### config.mk
export PLATFORM = sky130hd
export DESIGN_NAME = uart_rx
export DESIGN_NICKNAME = d
export VERILOG_FILES = /design/src/rtl/uart_pkg.sv /design/src/rtl/uart_sync.sv /design/src/rtl/uart_rx.sv
export SDC_FILE = /design/constraint.sdc
export NUM_CORES = 1
export LEC_CHECK = 0
export ABC_AREA = 0
export CORE_ASPECT_RATIO = 1.75
export CORE_MARGIN = 3
export CORE_UTILIZATION = 55
export DETAILED_ROUTE_END_ITERATION = 10
export PLACE_DENSITY_LB_ADDON = 0.08
export SKIP_LAST_GASP = 1
export SLEW_MARGIN = 10
export SYNTH_ARGS = -nofsm -noshare
export SYNTH_HDL_FRONTEND = slang
export SYNTH_SLANG_ARGS = --single-unit
### constraint.sdc
create_clock -name clk_i -period 3.8 [get_ports clk_i]
set_clock_uncertainty 0.15 [all_clocks]
set_input_delay 0.57 -clock clk_i [delete_from_list [all_inputs] [get_ports clk_i]]
set_output_delay 0.57 -clock clk_i [all_outputs]
set_load 0.01 [all_outputs]
### src/rtl/uart_pkg.sv
// Shared types and constants for the UART receive path.
// The state enum always contains PARITY so that state encodings are the same with or without UART_RX_PARITY_EN.
package uart_pkg;

    typedef enum logic [2:0] {
        IDLE,
        START,
        DATA,
        PARITY,
        STOP,
        WAIT_HIGH
    } uart_state_e;

    localparam int unsigned UART_DATA_BITS  = 8;
    localparam int unsigned UART_OVERSAMPLE = 16;

    // Tick counter value at the middle of the start bit and of every later bit.
    function automatic int unsigned mid_start_tick(input int unsigned os);
        return os / 2 - 1;
    endfunction

    function automatic int unsigned mid_bit_tick(input int unsigned os);
        return os - 1;
    endfunction

    localparam int unsigned UART_MID_START_TICK = mid_start_tick(UART_OVERSAMPLE);
    localparam int unsigned UART_MID_BIT_TICK   = mid_bit_tick(UART_OVERSAMPLE);

endpackage

### src/rtl/uart_sync.sv
// Multi-stage synchronizer for the asynchronous rx line.
// All stages reset to 1, which is the idle level of the line.
module uart_sync #(
    parameter int unsigned STAGES = 2
) (
    input  logic clk_i,
    input  logic rst_n_i,
    input  logic d_i,
    output logic q_o
);

    logic [STAGES-1:0] sync_q;
    logic [STAGES-1:0] sync_d;

    always_comb begin
        sync_d = {sync_q[STAGES-2:0], d_i};
    end

    always_ff @(posedge clk_i or negedge rst_n_i) begin
        if (!rst_n_i) begin
            sync_q <= '1;
        end else begin
            sync_q <= sync_d;
        end
    end

    assign q_o = sync_q[STAGES-1];

endmodule

### src/rtl/uart_rx.sv
// 8N1 UART receiver driven by a 16x oversample strobe; delivers one byte per frame as a one-cycle pulse.
// Defining UART_RX_PARITY_EN adds an even-parity bit between the data bits and the stop bit.
module uart_rx
    import uart_pkg::*;
#(
    parameter int unsigned DATA_BITS   = UART_DATA_BITS,
    parameter int unsigned OVERSAMPLE  = UART_OVERSAMPLE,
    parameter int unsigned SYNC_STAGES = 2
) (
    input  logic                 clk_i,
    input  logic                 rst_n_i,
    input  logic                 rxclk_en_i,
    input  logic                 rx_i,
    output logic [DATA_BITS-1:0] data_o,
    output logic                 data_valid_o,
    output logic                 frame_err_o,
    output logic                 parity_err_o,
    output logic                 busy_o
);

    localparam int unsigned CNT_W = $clog2(OVERSAMPLE);
    localparam int unsigned BIT_W = $clog2(DATA_BITS + 1);

    localparam logic [CNT_W-1:0] MID_START_C = CNT_W'(mid_start_tick(OVERSAMPLE));
    localparam logic [CNT_W-1:0] MID_BIT_C   = CNT_W'(mid_bit_tick(OVERSAMPLE));
    localparam logic [BIT_W-1:0] LAST_BIT_C  = BIT_W'(DATA_BITS - 1);

    logic rx_s;

    uart_sync #(
        .STAGES(SYNC_STAGES)
    ) u_sync (
        .clk_i  (clk_i),
        .rst_n_i(rst_n_i),
        .d_i    (rx_i),
        .q_o    (rx_s)
    );

    uart_state_e          state_q, state_d;
    logic [CNT_W-1:0]     cnt_q, cnt_d;
    logic [BIT_W-1:0]     bit_idx_q, bit_idx_d;
    logic [DATA_BITS-1:0] shift_q, shift_d;
    logic [DATA_BITS-1:0] data_q, data_d;
    logic                 data_valid_q, data_valid_d;
    logic                 frame_err_q, frame_err_d;
`ifdef UART_RX_PARITY_EN
    logic                 par_bit_q, par_bit_d;
    logic                 parity_err_q, parity_err_d;
`endif

    always_comb begin
        state_d      = state_q;
        cnt_d        = cnt_q;
        bit_idx_d    = bit_idx_q;
        shift_d      = shift_q;
        data_d       = data_q;
        data_valid_d = 1'b0;
        frame_err_d  = 1'b0;
`ifdef UART_RX_PARITY_EN
        par_bit_d    = par_bit_q;
        parity_err_d = 1'b0;
`endif

        if (rxclk_en_i) begin
            case (state_q)
                IDLE: begin
                    if (!rx_s) begin
                        state_d = START;
                        cnt_d   = '0;
                    end
                end
                START: begin
                    if (cnt_q == MID_START_C) begin
                        cnt_d = '0;
                        if (rx_s) begin
                            state_d = IDLE;
                        end else begin
                            state_d   = DATA;
                            bit_idx_d = '0;
                        end
                    end else begin
                        cnt_d = cnt_q + 1'b1;
                    end
                end
                DATA: begin
                    if (cnt_q == MID_BIT_C) begin
                        cnt_d     = '0;
                        shift_d   = {rx_s, shift_q[DATA_BITS-1:1]};
                        bit_idx_d = bit_idx_q + 1'b1;
                        if (bit_idx_q == LAST_BIT_C) begin
`ifdef UART_RX_PARITY_EN
                            state_d = PARITY;
`else
                            state_d = STOP;
`endif
                        end
                    end else begin
                        cnt_d = cnt_q + 1'b1;
                    end
                end
`ifdef UART_RX_PARITY_EN
                PARITY: begin
                    if (cnt_q == MID_BIT_C) begin
                        cnt_d     = '0;
                        par_bit_d = rx_s;
                        state_d   = STOP;
                    end else begin
                        cnt_d = cnt_q + 1'b1;
                    end
                end
`endif
                STOP: begin
                    if (cnt_q == MID_BIT_C) begin
                        cnt_d = '0;
                        if (rx_s) begin
                            data_d       = shift_q;
                            data_valid_d = 1'b1;
`ifdef UART_RX_PARITY_EN
                            parity_err_d = (^shift_q) ^ par_bit_q;
`endif
                            state_d      = IDLE;
                        end else begin
                            // A low stop bit reports a framing error only; parity is not judged.
                            frame_err_d = 1'b1;
                            state_d     = WAIT_HIGH;
                        end
                    end else begin
                        cnt_d = cnt_q + 1'b1;
                    end
                end
                WAIT_HIGH: begin
                    if (rx_s) begin
                        state_d = IDLE;
                        cnt_d   = '0;
                    end
                end
                default: begin
                    state_d = IDLE;
                    cnt_d   = '0;
                end
            endcase
        end
    end

    always_ff @(posedge clk_i or negedge rst_n_i) begin
        if (!rst_n_i) begin
            state_q      <= IDLE;
            cnt_q        <= '0;
            bit_idx_q    <= '0;
            shift_q      <= '0;
            data_q       <= '0;
            data_valid_q <= 1'b0;
            frame_err_q  <= 1'b0;
`ifdef UART_RX_PARITY_EN
            par_bit_q    <= 1'b0;
            parity_err_q <= 1'b0;
`endif
        end else begin
            state_q      <= state_d;
            cnt_q        <= cnt_d;
            bit_idx_q    <= bit_idx_d;
            shift_q      <= shift_d;
            data_q       <= data_d;
            data_valid_q <= data_valid_d;
            frame_err_q  <= frame_err_d;
`ifdef UART_RX_PARITY_EN
            par_bit_q    <= par_bit_d;
            parity_err_q <= parity_err_d;
`endif
        end
    end

    assign data_o       = data_q;
    assign data_valid_o = data_valid_q;
    assign frame_err_o  = frame_err_q;
    assign busy_o       = (state_q != IDLE);
`ifdef UART_RX_PARITY_EN
    assign parity_err_o = parity_err_q;
`else
    assign parity_err_o = 1'b0;
`endif

endmodule

==> metrics.cfg, run 1 <==
[status]
outcome = finished clean

[layout]
finalInstanceArea_mm2 = 0.00172
layout.nets = 141
area_growth_pct = 12.8
stdcell_count = 162
antenna_cells = 0
drive_above_1_share_pct = 22.1

[floorplanning]
design.die.area_mm2 = 0.00347
coreArea_mm2 = 0.00258
rows = 24
die_h_um = 75.7
start_util_pct = 59.1
io_pins = 16
dieWidth_um = 45.8

[setup_path]
critPathLaunchType = flop
critPathSlowestCell = dfrtp_1
cpPeakStageDelay_ps = 560
r2r_end = data_o[1]
end_kind = output port
worstSetupStartpoint = state_q[1]
worstPathCellList = or3_4 > clkdlybuf4s50_1
arrival_ps = 1780
crit_type = reg2out
crit_fanout = 18
rrSetupSlack_ps = 1430
rr_worst_depth = 5
r2r_start = cnt_q[0]
worst-endpoint-required_ps = 3080
crit_end = busy_o

[yosys]
synth-compound-area-share_pct = 9.27
synth_area_mm2 = 0.00153
synthArstFlopShare_pct = 100
synth_top_family_by_area = multiplexers
ys_ff_latch = 31
ys_seq_area_share_pct = 51.0
synth_cells = 122
yosysWarnings = 0
syn_nets = 128
synthSimpleGateAreaFrac_pct = 14.2
synth-adder-area-share_pct = 1.64
ys.flop_type = dfrtp_1
synthMuxAreaShare_pct = 17.2
synth-edff-count = 0
avgSynthCellArea_um2 = 12.5
yosysUniqueCellTypes = 36
synth_xor_area_share_pct = 1.15

[grt]
gr-usage-all-layers_pct = 19.2
overflow = 0
grt_start_max_net_pins = 32
grt_pass1_vias = 1028
grt_pass1_wl_mm = 4.69
antenna_found_initial = 0

[clocking]
path_clk_slew_ps = 60
cts_resized = 0
cts_made_buffers = 5
htree_levels = 2
cts-root-buf = clkbuf_8
worstSkewPairLatency_ps = 290
clockBufferDepth = 2
postCtsHoldBufs = 0
cts_sinks = 31
cts_tree = built
cts_setup_buffers = 0

[sta]
slew_headroom_pct = 49.2
hold_viol = 0
min_period_ps = 2500
period_share_pct = 65.7
rsz0062_at_grt = no
max_freq_mhz = 401
tns_ps = 0
worstMarginPinSlew_ps = 750
finalSetupViolCount = 0
finalMaxSlewViolations = 0

[placed_design]
dpl.cell_count = 154
hpwl_mm = 1.92
place_area_mm2 = 0.00164
gp_congestion = 0.774
numPortBuffers = 14

[drt]
first_pass_iters = 4
vias = 965
wirelength_mm = 2.67
ant_nets = 0
route.detailed.drc = 0
drt_iter0_drc = 27
wl_per_cell_um = 16.5
vias_per_cell = 5.96

[hold_path]
min_path_type = reg2reg

[power]
pwr_density_cell_mw_per_mm2 = 556
total_power_uw = 957
vdd_drop_max_mv = 0.465
cellLeakagePower_uw = 0.000830

[job]
drv_cap = 0

cell type report:
type / instances / area [um2]
Multi-Input combinational cell: 79 / 667
Timing Repair Buffer: 15 / 148
Clock inverter: 3 / 15.0
Tap cell: 26 / 32.5
Sequential cell: 31 / 778
Inverter: 3 / 11.3
Fill cell: 196 / 862
Clock buffer: 5 / 68.8
metal layers:
layer  up-vias  GRT usage (%)  routed length (um)
met4         0           13.6                  82
li1        460              -                   -
met2        21           33.3                1480
met5         -              0                   0
met3        10           3.78                 108
met1       474           19.8                1000
flip-flops by register name, indices dropped and copies added (netlist names):
name           flops
bit_idx_q          4
data_valid_o       1
data_o             8
u_sync.sync_q      2
cnt_q              4
state_q            3
frame_err_o        1
shift_q            8
Yosys cell counts (all sizes together) (2+ instances only):
cell / instances / area, um2
a211oi: 2 / 27.5
a21oi: 3 / 15.0
buf: 6 / 57.6
clkbuf: 3 / 11.3
dfrtp: 29 / 726
dfstp: 2 / 52.6
ha: 2 / 25.0
inv: 3 / 11.3
mux2: 18 / 263
nand2: 11 / 41.3
nand2b: 2 / 12.5
nand3: 6 / 30.0
nand4: 3 / 18.8
nor2: 2 / 7.51
nor4b: 3 / 26.3
o21ai: 8 / 40.0
or3: 4 / 30.0
xor2: 2 / 17.5
cell families (layout without fill, tap and decap cells):
kind of cell,count (synthesis),after routing
buf+inv,12,26
fa+ha+maj,2,2
simple gates,36,36
flops,31,31
mux,18,18
other cells,1,1
compound gates,20,20
xor+xnor,2,2
worst max-delay path: cells and delay by family (launching register included):
kind	cells	cell delay [ps]
flops	1	560
simple gates	1	450
buf+inv	1	490
power by group:
group | total, uW | switching, uW | leakage (uW) | internal (uW)
clock network | 249 | 124 | 0.0000477 | 125
logic | 256 | 124 | 0.000364 | 132
registers | 452 | 85.7 | 0.000419 | 367
total | 957 | 333 | 0.000830 | 624
how the worst min path moves through the flow:
stage | slack [ps] | end | cells past startpoint | from
after global routing | 210 | u_sync.sync_q[1] | 0 | u_sync.sync_q[0]
after global placement | 200 | u_sync.sync_q[1] | 0 | u_sync.sync_q[0]
after CTS | 210 | u_sync.sync_q[1] | 0 | u_sync.sync_q[0]
final | 210 | u_sync.sync_q[1] | 0 | u_sync.sync_q[0]
after detailed placement | 200 | u_sync.sync_q[1] | 0 | u_sync.sync_q[0]
after floorplan | 120 | bit_idx_q[0] | 0 | rst_n_i
through the flow:
step,hold slack (ps),worst slack [ps],utilization (%)
after floorplan,124,1740,-
after global placement,196,1070,63.4
after detailed placement,198,1020,63.4
after CTS,207,1310,66.6
after global routing,215,1220,66.6
final,206,1300,66.6
cell usage in the layout, fill, tap and decap left out, types with 3 or more instances in the layout:
cell / count
nor4b_1: 3
clkbuf_8: 5
nand2_1: 11
a21oi_1: 3
clkinv_2: 3
inv_1: 3
or3_1: 3
dfrtp_1: 29
nand4_1: 3
nand3_1: 6
clkdlybuf4s50_1: 14
o21ai_0: 8
mux2_4: 16
No activity file was read; power rests on OpenSTA's default activity.
==> run 2: changes to the inputs <==
==> constraint.sdc (replaced) <==
create_clock -name clk_i -period 2.5 [get_ports clk_i]
set_clock_uncertainty 0.15 [all_clocks]
set_input_delay 0.375 -clock clk_i [delete_from_list [all_inputs] [get_ports clk_i]]
set_output_delay 0.375 -clock clk_i [all_outputs]
set_load 0.01 [all_outputs]
==> metrics.cfg, run 2 (synthesis results as in run 1) <==
[clocking]
htree_levels = 2  ; unchanged
postCtsHoldBufs = 0  ; unchanged
clockBufferDepth = 2  ; unchanged
cts_sinks = 31  ; unchanged
cts_resized = 0  ; unchanged
path_clk_slew_ps = 60  ; about the same
cts_setup_buffers = 0  ; unchanged
worstSkewPairLatency_ps = 270  ; was 290 ps
cts_tree = built  ; unchanged
cts_made_buffers = 5  ; unchanged
cts-root-buf = clkbuf_8  ; unchanged

[sta]
tns_ps = 0  ; unchanged
hold_viol = 0  ; unchanged
worstMarginPinSlew_ps = 796  ; was 750 ps
max_freq_mhz = 438
fin_ws_ps = 217  ; was 1300 ps
holdWs_ps = 207  ; was 206 ps
rsz0062_at_grt = no  ; unchanged
finalMaxSlewViolations = 0  ; unchanged
slew_headroom_pct = 46.1  ; was 49.2%
period_share_pct = 91.3
finalSetupViolCount = 0  ; unchanged
min_period_ps = 2280

[hold_path]
min_path_cells = 0  ; unchanged
min_path_type = reg2reg  ; unchanged

[grt]
overflow = 0  ; unchanged
grt_pass1_wl_mm = 4.37  ; was 4.69 mm
grt_start_max_net_pins = 32  ; unchanged
antenna_found_initial = 0  ; unchanged
gr-usage-all-layers_pct = 17.6  ; was 19.2%
grt_pass1_vias = 958  ; was 1028

[setup_path]
crit_fanout = 18  ; unchanged
critPathSlowestCell = dfrtp_1  ; unchanged
worst-endpoint-required_ps = 1980  ; was 3080 ps
cpPeakStageDelay_ps = 540  ; was 560 ps
critPathLaunchType = flop  ; unchanged
arrival_ps = 1760  ; was 1780 ps
crit_type = reg2out  ; unchanged
worstPathCellList = or3_4 > clkdlybuf4s50_1  ; unchanged
end_kind = output port  ; unchanged
rr_worst_depth = 6  ; was 5

[floorplanning]
start_util_pct = 59.1  ; unchanged
io_pins = 16  ; unchanged
dieWidth_um = 45.8  ; unchanged
design.die.area_mm2 = 0.00347  ; unchanged
rows = 24  ; unchanged
coreArea_mm2 = 0.00258  ; unchanged
die_h_um = 75.7  ; unchanged

[layout]
layout.nets = 144  ; was 141
finalInstanceArea_mm2 = 0.00175  ; was 0.00172 mm2
drive_above_1_share_pct = 23.2  ; was 22.1%
antenna_cells = 0  ; unchanged
area_growth_pct = 14.5  ; was 12.8%
most-common-layout-cells = dfrtp_1, mux2_4, clkdlybuf4s50_1  ; unchanged
fillerInstances = 200  ; was 196
mostFrequentLayoutCell = dfrtp_1  ; unchanged

[drt]
drt_iter0_drc = 21  ; was 27
wl_met1_mm = 1.06  ; was 1.00 mm
first_pass_iters = 4  ; unchanged
vias_per_cell = 5.88  ; was 5.96
wl_per_cell_um = 15.8  ; was 16.5 um
met3_length_um = 122  ; was 108 um
vias = 965  ; unchanged
route.detailed.drc = 0  ; unchanged
met2_length_mm = 1.36  ; was 1.48 mm
wirelength_mm = 2.59  ; was 2.67 mm
ant_nets = 0  ; unchanged
top_layer_used = met4  ; unchanged

[power]
vdd_drop_max_mv = 0.739  ; was 0.465 mV
total_power_uw = 1470  ; was 957 uW
cellLeakagePower_uw = 0.000843  ; was 0.000830 uW
pwr_density_cell_mw_per_mm2 = 840  ; was 556 mW/mm2

[placed_design]
hpwl_mm = 1.83  ; was 1.92 mm
gp_congestion = 0.807  ; was 0.774
pre_cts_ws_ps = 125  ; was 1020 ps
place_area_mm2 = 0.00166  ; was 0.00164 mm2
numPortBuffers = 14  ; unchanged

[status]
outcome = finished clean  ; unchanged

[job]
drv_cap = 0  ; unchanged

-- run 2: stage by stage --
| step | std cells | utilization [%] |
|---|---|---|
| after CTS | 164 | 67.6 |
| after floorplan | 122 | - |
| after global routing | 164 | 67.6 |
| final | 164 | 67.6 |
| after global placement | 157 | 64.2 |
| after detailed placement | 157 | 64.2 |
-- run 2: layer usage --
metal | track usage, % | vias to the layer above
li1 | - | 465
met1 | 19.8 | 471
met2 | 29.2 | 23
met3 | 5.44 | 6
met4 | 9.18 | 0
met5 | 0 | -
-- run 2: worst paths after layout --
path	startpoint	to	slack (ps)
setup / recovery	state_q[1]	busy_o	220
hold / removal	u_sync.sync_q[0]	u_sync.sync_q[1]	210
setup reg to reg	cnt_q[0]	shift_q[1]	290
hold reg to reg	u_sync.sync_q[0]	u_sync.sync_q[1]	210
max in group asynchronous	rst_n_i	u_sync.sync_q[0]	1550
min in group asynchronous	rst_n_i	data_o[0]	340
-- run 2: critical path: cells and delay by family, from the launching register on --
family,cells,cell delay [ps]
buffers and inverters,1,490
DFF,1,540
and+or+nand+nor,1,450
-- run 2: area by class of cell --
type,instances,area [um2],area share (%)
sequential,31,778,44.6
inverter,3,11.3,0.645
clock buffer,6,82.6,4.73
tap,26,32.5,1.86
multi-input combinational,79,667,38.2
timing repair buffer,18,170,9.74
clock inverter,1,5.00,0.287
-- run 2: report_power, final --
part	leakage [uW]	internal [uW]	total, uW	switching (uW)
logic	0.000377	202	395	193
registers	0.000419	558	686	128
clock network	0.0000470	215	387	172
==> run 3: changes to the inputs <==
--- a/config.mk
+++ b/config.mk
@@ -15,4 +15,5 @@
 export SLEW_MARGIN = 10
 export SYNTH_ARGS = -nofsm -noshare
 export SYNTH_HDL_FRONTEND = slang
+export SYNTH_HIERARCHICAL = 1
 export SYNTH_SLANG_ARGS = --single-unit
==> metrics.cfg, run 3 <==
[sta]
finalMaxSlewViolations = 0  ; unchanged
min_period_ps = 2270  ; was 2280 ps
max_freq_mhz = 440  ; was 438 MHz
hold_viol = 0  ; unchanged
fin_ws_ps = 230  ; was 217 ps
tns_ps = 0  ; unchanged
rsz0062_at_grt = no  ; unchanged
finalSetupViolCount = 0  ; unchanged
period_share_pct = 90.8  ; was 91.3%

[clocking]
cts-root-buf = clkbuf_8  ; unchanged
postCtsHoldBufs = 0  ; unchanged
path_clk_slew_ps = 60  ; about the same
cts_made_buffers = 5  ; unchanged
cts_sinks = 31  ; unchanged
cts_tree = built  ; unchanged
clockBufferDepth = 2  ; unchanged
worstSkewPairLatency_ps = 280  ; was 270 ps
htree_levels = 2  ; unchanged
cts_setup_buffers = 0  ; unchanged
cts_resized = 0  ; unchanged

[yosys]
synthMuxAreaShare_pct = 16.6  ; was 17.2%
synth-compound-area-share_pct = 8.57  ; was 9.27%
synth-adder-area-share_pct = 1.68  ; was 1.64%
ys_ff_latch = 31  ; unchanged
synth_top_area_share_pct = 48.7  ; was 47.6%
syn_nets = 126  ; was 128
yosysUniqueCellTypes = 44  ; was 36
synth_most_common_cell = dfrtp_1  ; unchanged
avgSynthCellArea_um2 = 12.4  ; was 12.5 um2
synth_cells = 120  ; was 122
synthSimpleGateAreaFrac_pct = 14.7  ; was 14.2%
synth_top_area_cell = dfrtp_1  ; unchanged
synth_xor_area_share_pct = 1.18  ; was 1.15%
synth_area_mm2 = 0.00149  ; was 0.00153 mm2
ys_top_cells_by_area = dfrtp_1, mux2_1, dfstp_2, mux2_4, buf_6  ; was dfrtp_1, mux2_4, dfstp_2, buf_6, nand2_1
synthArstFlopShare_pct = 100  ; unchanged
yosysWarnings = 6  ; was 0
synth_commonest_cells = dfrtp_1, mux2_1, nand2_1, nand3_1, a21oi_1  ; was dfrtp_1, mux2_4, nand2_1, o21ai_0, nand3_1
ys_seq_area_share_pct = 52.3  ; was 51.0%
synth-edff-count = 0  ; unchanged
synth_top_family_by_area = multiplexers  ; unchanged
ys.flop_type = dfrtp_1  ; unchanged

[grt]
top_usage_layer = met2  ; unchanged
overflow = 0  ; unchanged
antenna_found_initial = 0  ; unchanged
grt_pass1_wl_mm = 4.35  ; was 4.37 mm
gr-usage-all-layers_pct = 17.5  ; was 17.6%
grt_start_max_net_pins = 32  ; unchanged
met3_usage_pct = 5.26  ; was 5.44%
grt_use_met1_pct = 19.6  ; was 19.8%
grt_pass1_vias = 996  ; was 958
use_met2_pct = 30.3  ; was 29.2%

[layout]
drive_above_1_share_pct = 16.8  ; was 23.2%
most-common-layout-cells = dfrtp_1, mux2_1, clkdlybuf4s50_1  ; was dfrtp_1, mux2_4, clkdlybuf4s50_1
mostFrequentLayoutCell = dfrtp_1  ; unchanged
area_growth_pct = 17.0  ; was 14.5%
final_util_pct = 68.2  ; was 67.6%
finalInstanceArea_mm2 = 0.00174  ; was 0.00175 mm2
antenna_cells = 0  ; unchanged
layout.nets = 142  ; was 144
fillerInstances = 195  ; was 200

[placed_design]
place_area_mm2 = 0.00162  ; was 0.00166 mm2
numPortBuffers = 14  ; unchanged
hpwl_mm = 1.75  ; was 1.83 mm
gp_congestion = 0.763  ; was 0.807
pre_cts_ws_ps = 216  ; was 125 ps

[floorplanning]
coreArea_mm2 = 0.00255  ; was 0.00258 mm2
rows = 24  ; unchanged
start_util_pct = 58.3  ; was 59.1%
dieWidth_um = 45.3  ; was 45.8 um
die_h_um = 74.8  ; was 75.7 um
design.die.area_mm2 = 0.00339  ; was 0.00347 mm2
io_pins = 16  ; unchanged

[power]
pwr_density_cell_mw_per_mm2 = 877  ; was 840 mW/mm2
cellLeakagePower_uw = 0.000824  ; was 0.000843 uW
total_power_uw = 1530  ; was 1470 uW
vdd_drop_max_mv = 0.669  ; was 0.739 mV

[job]
drv_cap = 0  ; unchanged

[setup_path]
critPathLaunchType = flop  ; unchanged
worst-endpoint-required_ps = 1980  ; about the same
crit_fanout = 16  ; was 18
crit_type = reg2out  ; unchanged
arrival_ps = 1750  ; was 1760 ps
end_kind = output port  ; unchanged

[drt]
vias = 961  ; was 965
ant_nets = 0  ; unchanged
route.detailed.drc = 0  ; unchanged
wl_per_cell_um = 15.1  ; was 15.8 um
vias_per_cell = 5.90  ; was 5.88
drt_iter0_drc = 18  ; was 21
first_pass_iters = 4  ; unchanged
wirelength_mm = 2.47  ; was 2.59 mm

[status]
outcome = finished clean  ; unchanged

[hold_path]
min_path_type = reg2reg  ; unchanged

run 3: cell families after synthesis:
family,after synthesis
simple gates,35
xor+xnor,2
buf+inv,11
mux,21
fa+ha+maj,2
compound gates,17
flops,31
other cells,1
run 3: where the power goes:
part | switching (uW) | leakage, uW | internal (uW)
Combinational | 155 | 0.000343 | 210
Sequential | 112 | 0.000420 | 549
Clock | 178 | 0.0000612 | 322
Total | 445 | 0.000824 | 1080
run 3: critical path, cell delays in order (launching register included):
cell	delay [ps]
dfrtp_1	540
or3_1	430
clkdlybuf4s50_1	490
run 3: worst paths after layout:
path                                  start                to  slack (ps)  cells after the start
setup reg to reg                 state_q[1]        state_q[0]         350                      5
hold / removal             u_sync/sync_q[0]  u_sync/sync_q[1]         210                      0
setup / recovery                 state_q[0]            busy_o         230                      2
hold reg to reg            u_sync/sync_q[0]  u_sync/sync_q[1]         210                      0
min in group asynchronous           rst_n_i      data_valid_o         330                      2
max in group asynchronous           rst_n_i  u_sync/sync_q[1]        1560                      2
run 3: cell type report:
type / count / area, um2 / area share (%)
Inverter: 3 / 11.3 / 0.647
Timing Repair Buffer: 17 / 163 / 9.34
Sequential cell: 31 / 778 / 44.7
Clock inverter: 2 / 35.0 / 2.01
Clock buffer: 6 / 82.6 / 4.74
Multi-Input combinational cell: 78 / 639 / 36.7
Tap cell: 26 / 32.5 / 1.87
run 3: routing by layer:
| metal | part of all wire [%] | vias up | wire length (um) |
|---|---|---|---|
| li1 | - | 460 | - |
| met1 | 40 | 475 | 985 |
| met2 | 54 | 18 | 1340 |
| met3 | 3.9 | 8 | 97 |
| met4 | 1.8 | 0 | 45 |
| met5 | 0 | - | 0 |
run 3: metrics by stage:
| stage | hold slack [ps] | instances |
|---|---|---|
| after floorplan | -70.6 | 120 |
| after global placement | 196 | 155 |
| after detailed placement | 205 | 155 |
| after CTS | 215 | 163 |
| after global routing | 217 | 163 |
| final | 214 | 163 |
